$ cat config.mk
export PLATFORM = sky130hd
export DESIGN_NAME = add_serial_seq
export DESIGN_NICKNAME = d
export VERILOG_FILES = /design/src/rtl/add_serial_seq.sv
export SDC_FILE = /design/constraint.sdc
export NUM_CORES = 1
export LEC_CHECK = 0
export ABC_AREA = 1
export ABC_CLOCK_PERIOD_IN_PS = 2100
export CORE_MARGIN = 2
export CORE_UTILIZATION = 45
export DETAILED_ROUTE_END_ITERATION = 10
export PLACE_DENSITY = 0.75
export SYNTH_ARGS = -nofsm -noshare
export SYNTH_HDL_FRONTEND = slang
export SYNTH_SLANG_ARGS = --single-unit
$ cat constraint.sdc
create_clock -name clk -period 2.1 [get_ports clk]
set_input_delay 0.525 -clock clk [delete_from_list [all_inputs] [get_ports clk]]
set_output_delay 0.525 -clock clk [all_outputs]
set_load 0.05 [all_outputs]
$ cat src/rtl/add_serial_seq.sv
// add_serial_seq: operand sequencer in front of the 8-bit serial adder.
// Buffers {a,b} pairs in a small FIFO, launches one addition at a time,
// waits LATENCY cycles for the adder result, then presents it downstream.
//
// Ports:
//   clk, rst           clock, asynchronous active-high reset
//   in_valid/in_ready  operand-pair input handshake, operands in_a/in_b
//   add_en             one-cycle start pulse to the adder
//   add_a/add_b        FIFO head operands (0 when FIFO empty)
//   add_out            adder result, sampled LATENCY-1 cycles after add_en
//   res_valid/res_ready/res_sum  result output handshake
//   res_cout           carry-out of head_a+head_b (only with ADD_SEQ_COUT_EN)
//   busy               high whenever the FSM is not in IDLE
//
// Optional feature macro: ADD_SEQ_COUT_EN adds the res_cout port and logic.
module add_serial_seq #(
  parameter int unsigned WIDTH   = 8,
  parameter int unsigned LATENCY = 10,
  parameter int unsigned DEPTH   = 2
) (
  input  logic             clk,
  input  logic             rst,
  input  logic             in_valid,
  output logic             in_ready,
  input  logic [WIDTH-1:0] in_a,
  input  logic [WIDTH-1:0] in_b,
  output logic             add_en,
  output logic [WIDTH-1:0] add_a,
  output logic [WIDTH-1:0] add_b,
  input  logic [WIDTH-1:0] add_out,
  output logic             res_valid,
  input  logic             res_ready,
  output logic [WIDTH-1:0] res_sum,
`ifdef ADD_SEQ_COUT_EN
  output logic             res_cout,
`endif
  output logic             busy
);

  localparam int unsigned PW  = (DEPTH > 1) ? $clog2(DEPTH) : 1;
  localparam int unsigned CW  = $clog2(DEPTH + 1);
  localparam int unsigned WCW = 8;

  typedef enum logic [1:0] {S_IDLE, S_LAUNCH, S_WAIT, S_HOLD} state_t;

  state_t           state;
  logic [WCW-1:0]   wcnt;
  logic [WIDTH-1:0] mem_a [DEPTH];
  logic [WIDTH-1:0] mem_b [DEPTH];
  logic [PW-1:0]    wr_ptr;
  logic [PW-1:0]    rd_ptr;
  logic [CW-1:0]    count;
  logic [CW-1:0]    count_next;
  logic             push;
  logic             pop;
  logic             empty;
  logic [WIDTH-1:0] head_a;
  logic [WIDTH-1:0] head_b;

  assign push   = in_valid && in_ready;
  assign pop    = res_valid && res_ready;
  assign empty  = (count == '0);
  assign head_a = mem_a[rd_ptr];
  assign head_b = mem_b[rd_ptr];
  assign add_a  = empty ? '0 : head_a;
  assign add_b  = empty ? '0 : head_b;

  // Occupancy update; push and pop together leave the count unchanged.
  always_comb begin
    count_next = count;
    case ({push, pop})
      2'b10:   count_next = count + CW'(1);
      2'b01:   count_next = count - CW'(1);
      default: count_next = count;
    endcase
  end

  // FIFO storage and pointers; in_ready is registered from the next count,
  // so a pop never frees a slot for a push in the same cycle.
  always_ff @(posedge clk or posedge rst) begin
    if (rst) begin
      wr_ptr   <= '0;
      rd_ptr   <= '0;
      count    <= '0;
      in_ready <= 1'b1;
    end else begin
      if (push) begin
        mem_a[wr_ptr] <= in_a;
        mem_b[wr_ptr] <= in_b;
        wr_ptr        <= wr_ptr + PW'(1);
      end
      if (pop) begin
        rd_ptr <= rd_ptr + PW'(1);
      end
      count    <= count_next;
      in_ready <= (count_next != CW'(DEPTH));
    end
  end

`ifdef ADD_SEQ_COUT_EN
  logic [WIDTH:0] sum_ext;
  logic           carry;
  assign sum_ext = {1'b0, head_a} + {1'b0, head_b};
  assign carry   = |(sum_ext >> WIDTH);
`endif

  // Launch / wait / hold sequencer with registered outputs.
  always_ff @(posedge clk or posedge rst) begin
    if (rst) begin
      state     <= S_IDLE;
      wcnt      <= '0;
      add_en    <= 1'b0;
      res_valid <= 1'b0;
      res_sum   <= '0;
      busy      <= 1'b0;
`ifdef ADD_SEQ_COUT_EN
      res_cout  <= 1'b0;
`endif
    end else begin
      case (state)
        S_IDLE: begin
          if (!empty) begin
            state  <= S_LAUNCH;
            add_en <= 1'b1;
            busy   <= 1'b1;
          end
        end
        S_LAUNCH: begin
          add_en <= 1'b0;
          wcnt   <= WCW'(LATENCY - 1);
          state  <= S_WAIT;
        end
        S_WAIT: begin
          wcnt <= wcnt - WCW'(1);
          // wcnt==1 marks the cycle LATENCY-1 after the launch cycle
          if (wcnt == WCW'(1)) begin
            res_sum   <= add_out;
`ifdef ADD_SEQ_COUT_EN
            res_cout  <= carry;
`endif
            res_valid <= 1'b1;
            state     <= S_HOLD;
          end
        end
        S_HOLD: begin
          if (res_ready) begin
            res_valid <= 1'b0;
            busy      <= 1'b0;
            state     <= S_IDLE;
          end
        end
        default: begin
          state     <= S_IDLE;
          add_en    <= 1'b0;
          res_valid <= 1'b0;
          busy      <= 1'b0;
        end
      endcase
    end
  end

endmodule

==> results.py <==
metrics = {
    "pwr": {
        "pwr_density_cell_mw_per_mm2": 1740,
        "ir_drop_mv": 1.10,
        "p_leak_nw": 1.54,
    },
    "die": {
        "fp-row-count": 27,
        "start_util": 0.469,
        "die_w_um": 79.7,
        "pin_count": 56,
        "dieArea_mm2": 0.00636,
        "coreArea_mm2": 0.00551,
        "die_y_um": 79.7,
    },
    "clock_network": {
        "root_buffer": "clkbuf_8",
        "cts.sinks": 58,
        "post_cts_buffers": 0,
        "clkTransAtPathRegs_ns": 0.07,
        "cts_resized": 0,
        "cts_tree": "yes",
        "cts_buffers": 9,
        "clockBufferDepth": 2,
        "h-tree-depth": 3,
        "clk_latency_ns": 0.33,
        "cts_hold_buf": 0,
    },
    "status": {
        "outcome": "finished, final reports clean",
    },
    "sta": {
        "setup_viol": 0,
        "tightest_slew_ns": 0.563,
        "slew_headroom": 0.625,
        "finalMaxSlewViolations": 0,
        "rsz0062_at_grt": "no",
        "finalHoldViolCount": 0,
        "fin_ws_ns": 0.0651,
        "clock_skew_ns": 0.00536,
        "fin_crit_ns": 2.03,
        "fmax_mhz": 491,
        "min_period_over_period": 0.969,
    },
    "layout": {
        "layout.nets": 350,
        "nFillCells": 459,
        "syn_to_final_growth_pct": 34.0,
        "antenna_cells": 0,
        "stdcell_area_mm2": 0.00346,
        "drive_above_1_share": 0.223,
        "fin_util": 0.628,
    },
    "global_routing": {
        "grt_usage": 0.168,
        "grt_pass1_wl_um": 8080,
        "grt-ovfl-total": 0,
        "grt_pass1_vias": 1838,
        "grt_max_degree": 24,
        "antenna_found_initial": 0,
    },
    "hold_path": {
        "worstHoldEndpoint": "res_sum[4]",
        "holdCritStartpoint": "res_sum[4]",
        "min_delay_path_depth": 2,
        "hold_class": "reg -> reg",
    },
    "routing": {
        "dr.pass1.iters": 4,
        "drcViolationCount": 0,
        "vias_per_cell": 4.83,
        "drt-wirelength-per-cell_um": 12.7,
        "routed_wl_um": 4960,
        "drtIter0Drc": 80,
        "ant_nets": 0,
        "vias": 1888,
    },
    "critical_path": {
        "crit_chain": "clkdlybuf4s50_1",
        "cp_top_family": "buffers and inverters",
        "required_ns": 1.57,
        "timing.rr.start": "state[0]",
        "crit_path_top_delay_cell": "clkdlybuf4s50_1",
        "path_buf_inv": 1,
        "worst-path-max-fanout": 3,
        "cp.arrival_ns": 1.51,
        "start_kind": "register",
        "r2r_slack_ns": 0.56,
        "reg2regPathDepth": 6,
        "end_kind": "primary output",
        "worstSetupPathType": "reg -> out",
        "r2r_end": "wcnt[4]",
        "slowest_delay_ns": 0.81,
    },
    "synthesis": {
        "syn_area_per_cell_um2": 10.4,
        "ys_ff_latch": 58,
        "ys_seq_area_frac": 0.625,
        "synth_fp_nets": 284,
        "syn_inst": 248,
        "ys_types": 30,
        "yosys.area.top_type": "edfxtp_1",
        "yosysMostFrequentCell": "nand2_1",
        "synth_ff_type": "edfxtp_1",
        "synth_edf_count": 32,
        "synth_top_cell_area_share": 0.372,
        "synth_async_sr_flop_share": 0.448,
        "synth_common_cells": "nand2_1 (76), edfxtp_1 (32), dfrtp_1 (25)",
        "synth_area_mm2": 0.00258,
        "yosysWarningCount": 0,
        "synth_area_leaders": "edfxtp_1 (37%), dfrtp_1 (24%), nand2_1 (11%), ha_1 (3.9%), a21oi_1 (3.3%)",
    },
    "placement": {
        "port-buffer-count": 55,
        "place.gp.congestion": 0.809,
        "dpl_worst_slack_ns": 0.0933,
        "placed_area_mm2": 0.00325,
        "dp_hpwl_um": 3470,
    },
    "run": {
        "max_cap_viol_count": 0,
    },
}
stage by stage:
stage / total power [mW] / setup TNS (ns) / instances / hold WS, ns
2_1_floorplan: 4.09 / -9.59 / 248 / 0.490
3_3_place_gp: 4.91 / 0 / 375 / 0.454
3_5_place_dp: 4.96 / 0 / 375 / 0.462
4_1_cts: 6.06 / 0 / 391 / 0.482
5_1_grt: 6.38 / 0 / 391 / 0.498
6_report: 6.00 / 0 / 391 / 0.475
final cells by class:
class	count	area [µm²]	area share
clock buffers	10	128	0.0369
clock inverters	6	81.3	0.0235
inverters	26	98.8	0.0286
multi-input cells	159	890	0.257
flip-flops and latches	58	1610	0.466
well taps	72	90.1	0.0260
repair buffers	60	558	0.161
sequential cells by signal, indices dropped and copies added, names as in the netlist:
| register | cells |
|---|---|
| mem_b | 16 |
| rd_ptr | 1 |
| count | 2 |
| wcnt | 8 |
| add_en | 1 |
| busy | 1 |
| in_ready | 1 |
| wr_ptr | 1 |
| res_sum | 8 |
| state | 2 |
| mem_a | 16 |
| res_valid | 1 |
cells by family after synthesis:
group | after synthesis | synth area share
buffers and inverters | 31 | 0.0490
xor gates and xnor gates | 4 | 0.0165
DFF | 58 | 0.625
and+or+nand+nor | 120 | 0.214
adders and majority gates | 8 | 0.0388
AOI/OAI and AO/OA | 27 | 0.0572
power breakdown:
group          total [mW]  internal (mW)  switching, mW
Clock                1.08          0.659          0.416
Sequential           1.75           1.53          0.218
Combinational        3.17          0.987           2.19
layer usage:
metal | global-route usage | part of all wire | vias to the layer above
met1 | 0.198 | 0.41 | 892
li1 | - | - | 942
met2 | 0.291 | 0.52 | 52
met3 | 0.0679 | 0.060 | 2
met4 | 0.0356 | 0.0038 | 0
met5 | 0 | 0 | -
worst max-delay path by stage:
stage | startpoint | endpoint | slack [ns] | cells after the start
floorplan | in_ready | mem_a[1][0] | -0.30 | 2
global placement | in_valid | in_ready | 0.16 | 7
detailed placement | in_valid | in_ready | 0.09 | 7
CTS | busy | busy | 0.04 | 1
global route | busy | busy | 0.01 | 1
finish | busy | busy | 0.07 | 1
placed cells by master (no fill, tap or decap), types with 7 or more instances in the layout:
cell type        instances
inv_1                   22
buf_4                   22
a21oi_2                 10
clkbuf_8                 9
nor2_1                  14
edfxtp_1                32
a21oi_1                  7
nand2_1                 76
dfrtp_1                 25
nand3_1                 13
ha_1                     8
clkdlybuf4s50_1         36
No activity file was read; power rests on OpenSTA's default activity.
